==> src/rtl/reg_file_mp.sv <==
// ----------------------------------------------------------------------------
// reg_file_mp
// Multi-port register file for the dual-issue datapath: two combinational
// read ports, two synchronous write ports (wr1 has priority over wr0) and a
// per-register busy scoreboard with a registered population count.
// Register 0 always reads as zero and is never busy.
//
// Optional feature (macro REG_FILE_MP_BYPASS_EN):
//   When defined, a read address that matches an enabled, nonzero write
//   address in the same cycle returns that write data combinationally
//   (wr1 over wr0), and its busy flag is forced low unless the same cycle
//   also issues to that register.
//   When undefined, reads see the stored array and stored busy bits only.
// ----------------------------------------------------------------------------
module reg_file_mp #(
    parameter int DATA_W = 32,
    parameter int ADDR_W = 5
) (
    input  logic              clk,
    input  logic              rstn,
    input  logic [ADDR_W-1:0] rd_addr_a,
    input  logic [ADDR_W-1:0] rd_addr_b,
    output logic [DATA_W-1:0] rd_data_a,
    output logic [DATA_W-1:0] rd_data_b,
    output logic              rd_busy_a,
    output logic              rd_busy_b,
    input  logic              wr0_en,
    input  logic [ADDR_W-1:0] wr0_addr,
    input  logic [DATA_W-1:0] wr0_data,
    input  logic              wr1_en,
    input  logic [ADDR_W-1:0] wr1_addr,
    input  logic [DATA_W-1:0] wr1_data,
    input  logic              iss_en,
    input  logic [ADDR_W-1:0] iss_addr,
    output logic [ADDR_W:0]   busy_cnt
);

    localparam int NUM_REGS = 2 ** ADDR_W;

    logic [DATA_W-1:0] regs [NUM_REGS];
    logic [NUM_REGS-1:0] busy;
    logic [NUM_REGS-1:0] busy_next;
    logic [ADDR_W:0]     cnt_next;

    logic wr0_live;
    logic wr1_live;

    assign wr0_live = wr0_en && (wr0_addr != '0);
    assign wr1_live = wr1_en && (wr1_addr != '0);

    // Storage array: async clear, then wr0 followed by wr1 so wr1 wins a collision.
    // NOTE: the array is built from flops because it must clear asynchronously; a
    // resettable memory cannot map onto a RAM macro, so keep NUM_REGS modest.
    always_ff @(posedge clk or negedge rstn) begin
        if (!rstn) begin
            for (int i = 0; i < NUM_REGS; i++) begin
                regs[i] <= '0;
            end
        end else begin
            // NOTE: non-blocking assignments here; the later wr1 assignment overrides
            // wr0 for the same address within one edge, which is the priority rule.
            if (wr0_live) regs[wr0_addr] <= wr0_data;
            if (wr1_live) regs[wr1_addr] <= wr1_data;
        end
    end

    // Next busy vector: clears from writes, then issue set so a new producer wins.
    always_comb begin
        // NOTE: start from the current vector so every path assigns busy_next and
        // no latch is inferred.
        busy_next = busy;
        if (wr0_en) busy_next[wr0_addr] = 1'b0;
        if (wr1_en) busy_next[wr1_addr] = 1'b0;
        if (iss_en) busy_next[iss_addr] = 1'b1;
        busy_next[0] = 1'b0;
    end

    // Population count of the next busy vector, registered alongside it.
    always_comb begin
        cnt_next = '0;
        for (int i = 1; i < NUM_REGS; i++) begin
            cnt_next = cnt_next + {{ADDR_W{1'b0}}, busy_next[i]};
        end
    end

    // Scoreboard and busy count registers.
    always_ff @(posedge clk or negedge rstn) begin
        if (!rstn) begin
            busy     <= '0;
            busy_cnt <= '0;
        end else begin
            busy     <= busy_next;
            busy_cnt <= cnt_next;
        end
    end

    // Read port A: stored data/busy, optionally overridden by a same-cycle write.
    always_comb begin
        rd_data_a = (rd_addr_a == '0) ? '0 : regs[rd_addr_a];
        rd_busy_a = busy[rd_addr_a];
`ifdef REG_FILE_MP_BYPASS_EN
        if (rstn && rd_addr_a != '0) begin
            if (wr1_en && wr1_addr == rd_addr_a) begin
                rd_data_a = wr1_data;
                rd_busy_a = iss_en && (iss_addr == rd_addr_a);
            end else if (wr0_en && wr0_addr == rd_addr_a) begin
                rd_data_a = wr0_data;
                rd_busy_a = iss_en && (iss_addr == rd_addr_a);
            end
        end
`endif
    end

    // Read port B: same structure as port A.
    always_comb begin
        rd_data_b = (rd_addr_b == '0) ? '0 : regs[rd_addr_b];
        rd_busy_b = busy[rd_addr_b];
`ifdef REG_FILE_MP_BYPASS_EN
        if (rstn && rd_addr_b != '0) begin
            if (wr1_en && wr1_addr == rd_addr_b) begin
                rd_data_b = wr1_data;
                rd_busy_b = iss_en && (iss_addr == rd_addr_b);
            end else if (wr0_en && wr0_addr == rd_addr_b) begin
                rd_data_b = wr0_data;
                rd_busy_b = iss_en && (iss_addr == rd_addr_b);
            end
        end
`endif
    end

endmodule

==> config.mk <==
export PLATFORM = sky130hd
export DESIGN_NAME = reg_file_mp
export DESIGN_NICKNAME = d
export VERILOG_FILES = /design/src/rtl/reg_file_mp.sv
export SDC_FILE = /design/constraint.sdc
export NUM_CORES = 2
export LEC_CHECK = 0
export CAP_MARGIN = 20
export CORE_UTILIZATION = 40
export DETAILED_ROUTE_END_ITERATION = 16
export SLEW_MARGIN = 20
export SYNTH_ARGS = -nofsm -noshare
export SYNTH_HDL_FRONTEND = slang
export SYNTH_SLANG_ARGS = --single-unit
==> constraint.sdc <==
create_clock -name clk -period 5.7 [get_ports clk]
set_clock_uncertainty 0.15 [all_clocks]
set_input_delay 1.425 -clock clk [delete_from_list [all_inputs] [get_ports clk]]
set_output_delay 1.425 -clock clk [all_outputs]
set_load 0.1 [all_outputs]
==> impl_metrics.yaml <==
min_path:
  holdCritStartpoint: "regs[997]$_DFF_PN0_"
  min_path_type: "reg2reg"
logic_synthesis:
  synth_top_family_by_area: "multiplexers"
  synth_warnings: 0
  mappedNetlistArea_um2: 66400
  yosys-mux-area-fraction_pct: 28.1
  ys_ff_latch: 1061
  synth-compound-area-share_pct: 15.6
  ys.flop_type: "dfrtp_1"
  yosysSeqAreaShare_pct: 40.0
  synth_largest_area_cell: "dfrtp_1"
  synthAdderAreaFrac_pct: 0.826
  avgSynthCellArea_um2: 10.2
  async_reset_ff_share_pct: 100
  synth.area.top_cells: "dfrtp_1 40%, mux4_2 15%, mux2i_1 12%"
  syn_inst: 6518
  synth_xor_area_share_pct: 0.0396
  synthSimpleGateAreaFrac_pct: 9.82
  synth_edf_count: 0
  syn_nets: 6642
  synth_top_area_share_pct: 40.0
  ys_types: 60
status:
  violations: "setup timing"
  status: "finished with violations"
clock_network:
  htree_levels: 3
  cts_tree: "done"
  cts_root_buffer: "clkbuf_16"
  clkTransAtPathRegs_ps: 70
  cts.sinks: 1061
  clockBufferDepth: 3
  cts_made_buffers: 117
  clk_latency_ps: 750
  cts_hold_buf: 0
worst_setup_path:
  timing.rr.start: "busy[22]$_DFF_PN0_"
  critPathMostFrequentCell: "fa_1"
  crit_type: "in2reg"
  cp.required_ps: 6220
  path_delay_family: "adder cells"
  max_stage_delay_ps: 520
  arrival_ps: 6620
  cp_max_fo: 5
  endpoint_kind: "flop"
  crit_start: "wr0_addr[3]"
  crit_path_start_kind: "primary input"
  critPathBufInv: 7
  path_cells: "buf_6 -> buf_12 -> and3b_1 -> buf_6 -> nand3_4 -> a32o_2 -> fa_1 -> inv_2 -> fa_1 -> fa_1 -> fa_1 -> fa_1 -> inv_1 -> fa_1 -> fa_2 -> inv_2 -> fa_2 -> inv_2 -> a21o_1 -> a21oi_2 -> xnor2_1"
  critPathSlowestCell: "fa_1"
die:
  fp.dieH_um: 409
  core_area_um2: 165000
  fp-row-count: 149
  chipWidth_um: 409
  io_pins: 166
  initial_core_util_pct: 40.3
  fp.dieArea_um2: 168000
sta:
  slew_headroom_pct: 16.1
  fmax_mhz: 164
  final.setup.tns_ps: -1650
  finalSetupViolCount: 5
  rsz0062_at_grt: "yes"
  fin_crit_sh_pct: 107
  slew_viol_final: 0
  min_period_ps: 6100
  setup_ws_ps: -402
  hold_ws_ps: 251
  finalHoldViolations: 0
  worst_pin_slew_ps: 1260
detailed_routing:
  drc: 0
  wl_met3_um: 45200
  met1_length_um: 113000
  wl_met2_um: 134000
  drtIter0Drc: 9783
  vias: 60100
  antenna_left: 0
  via_per_inst: 6.86
  wl_per_cell_um: 36.2
  routed.top_layer: "met5"
  routed_wl_um: 317000
  firstDrtPassIters: 6
cells_and_area:
  num-nets-final: 6578
  layout-drive-gt1-share_pct: 22.3
  layout_common_cells: "1061 x dfrtp_1, 824 x nand2_1, 777 x mux2i_1"
  final_cells: 8761
  stdcell_area_um2: 77500
  area_growth_pct: 16.8
  mostFrequentLayoutCell: "dfrtp_1"
placed_design:
  gp_congestion: 0.965
  dpl_cell_area_um2: 72900
  dp_hpwl_um: 187000
  numPortBuffers: 165
  dp.cells: 8489
global_routing:
  grt_pass1_vias: 56800
  antenna_found_initial: 30
  grt_pass1_wl_um: 442000
  grt_max_degree: 122
  groute.usage.overall_pct: 37.0
  overflow: 0
power:
  seqPwrFrac_pct: 36.7
  p_sw_share_pct: 34.9
  intPower_mw: 19.9
  total_power_mw: 30.6
  peakVddDrop_mv: 1.22
  leakagePower_nw: 35.1
  comb_power_share_pct: 35.6
  power.switching_mw: 10.7
  power.density_nw_per_um2: 395
  clock_power_share_pct: 27.7
job:
  maxCapViolCount: 0
==> logic make-up (layout without fill, tap and decap cells) <==
group,after synthesis,in the layout
simple gates,1611,1611
buf+inv,849,886
flops,1061,1061
mux,1307,1307
other cells,0,17
fa+ha+maj,30,30
xor+xnor,3,3
compound gates,1657,1657
==> power by group through the flow <==
stage	sequential [mW]	combinational, mW	clock, mW
floorplan	10.7	7.26	0
global placement	11.1	10.2	0
detailed placement	11.2	10.3	0
CTS	11.1	10.7	8.48
global route	11.4	11.8	8.76
finish	11.2	10.9	8.49
==> path summary, 6_finish.rpt <==
check                                             end  cells after the start  slack (ps)
min in group asynchronous         regs[763]$_DFF_PN0_                      1         610
max in group asynchronous          busy[16]$_DFF_PN0_                      2        3500
worst max-delay path            busy_cnt[4]$_DFF_PN0_                     21        -400
worst max register to register  busy_cnt[4]$_DFF_PN0_                     16         500
worst min register to register    regs[997]$_DFF_PN0_                      0         250
worst min-delay path              regs[997]$_DFF_PN0_                      0         250
==> synth_stat cells, types with 7 or more instances <==
| master | number |
|---|---|
| dfrtp_1 | 1061 |
| mux4_2 | 437 |
| a32o_1 | 24 |
| nand3_1 | 13 |
| a21boi_0 | 10 |
| a21oi_1 | 370 |
| nor3b_1 | 7 |
| a221o_1 | 37 |
| buf_1 | 35 |
| buf_2 | 189 |
| nor2_1 | 622 |
| o211ai_1 | 9 |
| buf_6 | 16 |
| o22ai_1 | 32 |
| nand3b_1 | 9 |
| a32oi_1 | 160 |
| o21ai_1 | 8 |
| nor2b_1 | 36 |
| a2bb2oi_1 | 32 |
| nand3_2 | 12 |
| buf_4 | 33 |
| a22oi_1 | 84 |
| a221oi_1 | 63 |
| ha_1 | 7 |
| nand2_1 | 854 |
| mux2i_1 | 777 |
| and3b_1 | 13 |
| o21ai_0 | 520 |
| mux2_2 | 93 |
| o21a_1 | 29 |
| fa_1 | 23 |
| a211oi_1 | 27 |
| clkbuf_1 | 534 |
| inv_1 | 40 |
| nand2b_1 | 7 |
| o31ai_1 | 27 |
| and2_1 | 9 |
| a31oi_1 | 214 |
==> worst reg2reg max path: stages, from the launching register on <==
cell and delay (ps):
dfrtp_1 470, a32o_2 310, fa_1 550, inv_2 40, fa_1 460, fa_1 510
fa_1 510, fa_1 510, inv_1 50, fa_1 460, fa_2 370, inv_2 80
fa_2 210, inv_2 30, a21o_1 180, a21oi_2 120, xnor2_1 120
==> state kept, by name, indices dropped and copies added (netlist names) <==
name and count:
busy 31, busy_cnt 6, regs 1024
==> through the flow <==
step	setup slack (ps)	utilization (%)
floorplan	-1050	-
detailed placement	-1560	44.2
global placement	-1600	44.2
CTS	-444	47.0
finish	-402	47.0
global route	-586	47.0
==> layout make-up <==
cell class,count,area (um^2)
diodes,17,42.5
clock buffers,165,3390
multi-input cells,4608,37100
inverters,41,156
clock inverters,55,803
repair buffers,625,6790
well taps,2189,2740
flip-flops and latches,1061,26600
fillers,15100,87300
==> what timing repair did <==
action / 4_1_cts / 5_1_grt
buffers inserted: 24 / 10
pin swaps: 35 / 39
gates resized for setup: 94 / 28
gates cloned: 3 / 0
endpoints found under the setup margin: 6 / 6
==> per-layer routing <==
metal / vias up / track usage [%]
met3: 1339 / 13.9
met2: 5187 / 53.4
met4: 18 / 24.2
li1: 23800 / -
met5: - / 0
met1: 29700 / 46.2
No activity file was read; power rests on OpenSTA's default activity.
